**src/rtl/regfile_wb_arbiter.sv**
```systemverilog
// Writeback arbiter for the register-file write port: picks between the execute
// unit and the load-return path, and runs a sequencer that clears x1..x31.
module regfile_wb_arbiter #(
   parameter logic        RR_EN     = 1'b1,
   parameter logic [31:0] CLR_VALUE = 32'h0000_0000
) (
   input  logic        clk,
   input  logic        rst_n,
   input  logic        i_ex_valid,
   input  logic [4:0]  i_ex_rd,
   input  logic [31:0] i_ex_data,
   output logic        o_ex_ready,
   input  logic        i_ld_valid,
   input  logic [4:0]  i_ld_rd,
   input  logic [31:0] i_ld_data,
   output logic        o_ld_ready,
   input  logic        i_clr_start,
   output logic        o_clr_busy,
   output logic        o_clr_done,
   output logic        o_we,
   output logic [4:0]  o_rw,
   output logic [31:0] o_busw
);

   typedef enum logic [0:0] {
      S_IDLE  = 1'b0,
      S_CLEAR = 1'b1
   } state_t;

   state_t      r_state;
   logic [4:0]  r_idx;
   logic        r_ptr_ld;
   logic        r_we;
   logic [4:0]  r_rw;
   logic [31:0] r_busw;
   logic        r_clr_busy;
   logic        r_clr_done;

   logic        w_ex_ready;
   logic        w_ld_ready;
   logic        w_both;
   logic [4:0]  w_sel_rd;
   logic [31:0] w_sel_data;

   assign w_both = i_ex_valid && i_ld_valid;

   // Grant decode; a pending clear start blocks both requesters.
   always_comb begin
      w_ex_ready = 1'b0;
      w_ld_ready = 1'b0;
      if ((r_state == S_IDLE) && !i_clr_start) begin
         if (w_both) begin
            if ((RR_EN == 1'b1) && !r_ptr_ld) begin
               w_ex_ready = 1'b1;
            end else begin
               w_ld_ready = 1'b1;
            end
         end else if (i_ex_valid) begin
            w_ex_ready = 1'b1;
         end else if (i_ld_valid) begin
            w_ld_ready = 1'b1;
         end else begin
            w_ex_ready = 1'b0;
         end
      end else begin
         w_ex_ready = 1'b0;
      end
   end

   // Mux of the granted request onto the write path.
   always_comb begin
      if (w_ex_ready) begin
         w_sel_rd   = i_ex_rd;
         w_sel_data = i_ex_data;
      end else begin
         w_sel_rd   = i_ld_rd;
         w_sel_data = i_ld_data;
      end
   end

   // Controller state, round-robin pointer and registered write port.
   always_ff @(posedge clk or negedge rst_n) begin
      if (!rst_n) begin
         r_state    <= S_IDLE;
         r_idx      <= 5'd1;
         r_ptr_ld   <= 1'b0;
         r_we       <= 1'b0;
         r_rw       <= 5'd0;
         r_busw     <= 32'h0000_0000;
         r_clr_busy <= 1'b0;
         r_clr_done <= 1'b0;
      end else begin
         r_we       <= 1'b0;
         r_clr_done <= 1'b0;
         case (r_state)
            S_IDLE: begin
               if (i_clr_start) begin
                  r_state    <= S_CLEAR;
                  r_idx      <= 5'd1;
                  r_clr_busy <= 1'b1;
               end else if (w_ex_ready || w_ld_ready) begin
                  // x0 writes are consumed but never reach the register file.
                  if (w_sel_rd != 5'd0) begin
                     r_we   <= 1'b1;
                     r_rw   <= w_sel_rd;
                     r_busw <= w_sel_data;
                  end
                  if (w_both) begin
                     r_ptr_ld <= ~r_ptr_ld;
                  end
               end
            end
            S_CLEAR: begin
               r_we   <= 1'b1;
               r_rw   <= r_idx;
               r_busw <= CLR_VALUE;
               if (r_idx == 5'd31) begin
                  r_state    <= S_IDLE;
                  r_idx      <= 5'd1;
                  r_clr_busy <= 1'b0;
                  r_clr_done <= 1'b1;
               end else begin
                  r_idx <= r_idx + 5'd1;
               end
            end
            default: begin
               r_state    <= S_IDLE;
               r_idx      <= 5'd1;
               r_clr_busy <= 1'b0;
            end
         endcase
      end
   end

   assign o_ex_ready = w_ex_ready;
   assign o_ld_ready = w_ld_ready;
   assign o_clr_busy = r_clr_busy;
   assign o_clr_done = r_clr_done;
   assign o_we       = r_we;
   assign o_rw       = r_rw;
   assign o_busw     = r_busw;

endmodule

```
**config.mk**
```make
export PLATFORM = sky130hd
export DESIGN_NAME = regfile_wb_arbiter
export DESIGN_NICKNAME = d
export VERILOG_FILES = /design/src/rtl/regfile_wb_arbiter.sv
export SDC_FILE = /design/constraint.sdc
export NUM_CORES = 1
export LEC_CHECK = 0
export BUFFER_PORTS_ARGS = -buffer_cell sky130_fd_sc_hd__buf_2
export CORE_ASPECT_RATIO = 1.25
export CORE_MARGIN = 2
export CORE_UTILIZATION = 40
export DETAILED_ROUTE_END_ITERATION = 10
export GPL_TIMING_DRIVEN = 0
export PLACE_DENSITY = 0.69
export SLEW_MARGIN = 20
export SYNTH_ARGS = -nofsm -noshare
export SYNTH_HDL_FRONTEND = slang
export SYNTH_SLANG_ARGS = --single-unit
```
**constraint.sdc**
```tcl
create_clock -name clk -period 2 [get_ports clk]
set_clock_uncertainty 0.2 [all_clocks]
set_input_delay 0.2 -clock clk [delete_from_list [all_inputs] [get_ports clk]]
set_output_delay 0.2 -clock clk [all_outputs]
set_load 0.05 [all_outputs]
```
# == Word-level counts from Yosys, hierarchy flattened ==
# Index checks and enable logic that the tools add are counted.
# op_classes
add_sub_neg,1
eq_ne,6
muxes,34
bitwise,3
reduce_logical,8
# op_table
operator,n
2-to-1 mux 32 bit,4
case mux 32 bit (2 select lines),1
2-to-1 mux 5 bit,6
case mux 5 bit (2 select lines),2
2-to-1 mux 1 bit,18
inequality test 2 x 1 -> 1 bit (second input constant),3
case mux 1 bit (2 select lines),3
adder 5 x 1 -> 5 bit (second input constant),1
equality test 5 bit (second input constant),1
nonzero test 5 bit,1
inequality test 2 bit (second input constant),2
AND reduction 4 bit,1
inverter 1 bit,3
AND reduction 3 bit,1
logical AND 1 bit,2
AND reduction 2 bit,1
logical NOT 1 bit,1
logical OR 1 bit,1
# word_totals
ff_bits,47
output_inout_bits,42

# == Logic depth before layout (Yosys ltp) ==
# depth
word_depth,9
depth_mapped,7

# == Least setup slack after synthesis ==
# No wires, ideal clock.
# synth_path
kind,register to output
startpoint,reg r_state
endpoint,out o_ld_ready
arrival_ns,1.897
required_time_ns,1.600
path_slack_ns,-0.297
stages_incl_launch_ff,4
path_buffers,1
cell_sequence,dfrtp_1 > or2_1 > buf_6 > a211oi_1
# synth_between
elab_chain_len,3
# synth_lines
item,line_no,text
start: declaration,30,state_t r_state;
start signal: assignment,84,r_state <= S_IDLE;
start signal: assignment,98,r_state <= S_CLEAR;
start signal: assignment,118,r_state <= S_IDLE;
inverter 1 bit (no source line),n/a,
logical AND 1 bit,51,if ((r_state == S_IDLE) && !i_clr_start) begin
2-to-1 mux 1 bit,51,
end: declaration,16,"output logic o_ld_ready,"
# No other way between the ends.

# == Worst setup path after layout ==
# layout_path
startpoint,reg r_state
endpoint,"reg r_busw[23], in the netlist o_busw[23]"
# layout_between
elab_chain_len,8
word_cells_on_any_way,16
classes_between,eq/ne (3); mux (8); bitwise (1); reduce/logical (4)
# layout_lines
item,line_no,text
inverter 1 bit (no source line),n/a,
logical AND 1 bit,51,
2-to-1 mux 1 bit,51,
2-to-1 mux 32 bit,72,if (w_ex_ready) begin
2-to-1 mux 32 bit,103,if (w_sel_rd != 5'd0) begin
2-to-1 mux 32 bit,101,end else if (w_ex_ready || w_ld_ready) begin
2-to-1 mux 32 bit,97,if (i_clr_start) begin
case mux 32 bit (2 select lines),95,case (r_state)
end signal: assignment,106,r_busw <= w_sel_data;
end: declaration,35,logic [31:0] r_busw;
# Parallel ways exist; a longest one is shown, timed or not. The select of a mux whose other input is x is not followed.
# A chain may end at the register's enable or synchronous reset.

==> results.toml <==
[outcome]
status = "finished, violations left"
violations = "setup timing"

[flow_run]
cap_viol_max_count = 0

[placed_design]
placed_cells = 492
gp_congestion = 0.890
dp_hpwl_mm = 5.89
io_buffers = 120

[drt]
wire_per_inst_um = 16.2
vias_per_cell = 5.46
drt_iter0_markers = 136
vias = 3160
drt-pass1-iter-count = 4
ant_nets = 0
detail_route.wirelength_mm = 9.36
drc = 0

[die]
dieHeight_um = 99.4
coreArea_um2 = 7020
io_pins = 121
die_x_um = 80.3
die-area_um2 = 7990
initial_core_util_pct = 41.5
rows = 34

[synth]
synth_ff_type = "dfrtp_1"
syn_area_per_cell_um2 = 10.3
syn_inst = 282
async_flop_share_pct = 100
syn_nets = 363
synth_area_um2 = 2910
synth_top_area_share_pct = 39.5
synth-warning-count = 0
ys_seq_elements = 47
synthMostInstantiatedCell = "dfrtp_1"
synth-edff-count = 0
ys_seq_area_share_pct = 40.4
ys_types = 46
synth.area.top_cells = "dfrtp_1, mux2i_1, a22oi_1, o221ai_1, inv_1"
synth_top_area_cell = "dfrtp_1"
yosys-top-cells-count = "dfrtp_1, inv_1, mux2i_1, a22oi_1, o221ai_1"

[sta]
worst_slew_pin_slew_ps = 627
fmax_mhz = 498
fin_crit_sh_pct = 100
hold_slack_ps = 52.0
tns_ps = -7.96
finalSetupViolCount = 1
fin_ws_ps = -7.96
finalHoldViolCount = 0
slew_violations = 0
rsz0062_at_grt = "true"
relSlewSlack_pct = 58.2
min_period_ps = 2010

[pwr]
total_power_mw = 3.05
ir_worst_vdd_uv = 692
power_frac_comb_pct = 40.3
leakage_nw = 2.31
clock_power_share_pct = 19.0
p_per_area_nw_per_um2 = 646
switching_share_pct = 40.1
power_frac_seq_pct = 40.7
p_int_mw = 1.83
switchingPower_mw = 1.22

[global_route]
first_global_vias = 3141
grt_start_max_net_pins = 48
antenna_found_initial = 0
top_usage_layer = "met2"
use_met2_pct = 44.2
use_met1_pct = 28.2
grt_pass1_wl_mm = 15.0
track_usage_pct = 23.9
overflow = 0
met3_usage_pct = 3.72

[finish]
seq_area_um2 = 1180
n_antenna_cell = 0
fillerInstances = 557
final_net_count = 569
multi_input_area_um2 = 1610
utilization_pct = 67.2
drive_above_1_share_pct = 41.5
finalNonFillerCells = 579
syn_to_final_growth_pct = 62.0

[critical_path]
critPathArrivalTime_ps = 2020
start_kind = "register"
reg2reg_from = "r_state"
crit_type = "register to register"
cp-end-kind = "register"
cp_cell_sequence = "or2_1 -> buf_6 -> a2111oi_4 -> buf_6 -> a22oi_1 -> o221ai_4"
cpMaxStageDelayCell = "a2111oi_4"
worstPathMaxFanout = 10
startpoint = "r_state"
slowest_delay_ps = 550
critPathMostFrequentCell = "buf_6"
crit_required_ps = 2010

[clock_network]
htree_levels = 2
root_buffer = "clkbuf_8"
clkSlewWorstSetupHoldPaths_ps = 90
cts_buffer_depth = 2
cts.sinks = 47
cts_tree = "done"
clkLatencyLatePin_ps = 300
cts-buffers-inserted = 5

[hold_path]
min_path_type = "input port to register"
hp-start = "i_ex_rd[1]"
layout by cell type, fill, tap and decap left out, types with 3 or more instances in the layout:
master,count
buf_2,120
dlygate4sd3_1,65
dfrtp_1,45
inv_1,39
mux2i_1,34
a22oi_1,31
o221ai_2,29
buf_4,18
nor2_1,11
buf_6,9
nand2_1,8
o21ai_0,7
a21oi_1,5
o221ai_1,5
clkbuf_8,5
nor3_1,4
nand4_1,3
buf_12,3
nand2b_1,3
power by group through the flow:
| stage | registers (mW) | logic [mW] | clock network, mW |
|---|---|---|---|
| finish | 1.24 | 1.23 | 0.579 |
| global route | 1.26 | 1.32 | 0.640 |
| CTS | 1.23 | 1.22 | 0.598 |
| detailed placement | 1.25 | 1.04 | 0 |
| global placement | 1.25 | 1.02 | 0 |
| floorplan | 1.54 | 0.409 | 0 |
registers in the layout (all words and copies together), names as in the netlist:
register	count
o_we	1
r_state	1
o_busw	32
o_clr_busy	1
o_clr_done	1
r_ptr_ld	1
r_idx	5
o_rw	5
worst max-delay path, delay by kind of cell (launching register included):
kind                   cells  cell delay (ps)
flip-flops                 1              400
AO/OA/AOI/OAI              3              740
AND/OR/NAND/NOR            1              230
buffers and inverters      2              360
per-layer routing:
| metal | vias up | routed length [um] |
|---|---|---|
| met4 | 0 | 193 |
| li1 | 1494 | - |
| met2 | 128 | 5070 |
| met5 | - | 0 |
| met3 | 18 | 492 |
| met1 | 1520 | 3610 |
stage by stage:
stage	setup slack (ps)	instance area (um2)
after detailed placement	-208	3630
after global routing	-65.9	4720
after global placement	-186	3630
after CTS	-28.8	4660
after floorplan	11.2	2920
final	-7.96	4720
cells by family (layout without fill, tap and decap cells):
| family | count (synthesis) | count (layout) | share of synthesized area (%) |
|---|---|---|---|
| XOR/XNOR | 1 | 1 | 0.301 |
| adder cells (fa/ha/maj) | 2 | 2 | 0.859 |
| buffers and inverters | 60 | 267 | 10.4 |
| AO/OA/AOI/OAI | 96 | 96 | 28.5 |
| flip-flops | 47 | 47 | 40.4 |
| multiplexers | 35 | 35 | 12.0 |
| AND/OR/NAND/NOR | 41 | 41 | 7.51 |
cell type report:
| cell class | count | area share [%] |
|---|---|---|
| flip-flops and latches | 47 | 25.0 |
| repair buffers | 199 | 29.1 |
| clock inverters | 3 | 0.424 |
| inverters | 40 | 3.23 |
| plain buffers | 20 | 4.37 |
| multi-input cells | 175 | 34.1 |
| well taps | 90 | 2.39 |
| clock buffers | 5 | 1.46 |
what timing repair did:
item / CTS / global route
hold buffers: 65 / 0
setup endpoints to repair: 33 / 37
hold endpoints to repair: 78 / 0
gates resized for setup: 40 / 12
buffers inserted: 12 / 2
pin swaps: 4 / 5
worst paths after layout:
kind                         endpoint  slack [ps]  cells after the start
setup / recovery           o_busw[23]          -8                      6
hold / removal                o_rw[1]          50                      3
setup reg to reg           o_busw[23]          -8                      6
hold reg to reg               o_rw[4]         350                      2
max in group asynchronous    r_ptr_ld         880                      2
min in group asynchronous   o_busw[6]         250                      2
Power figures use the tool's default switching activity.
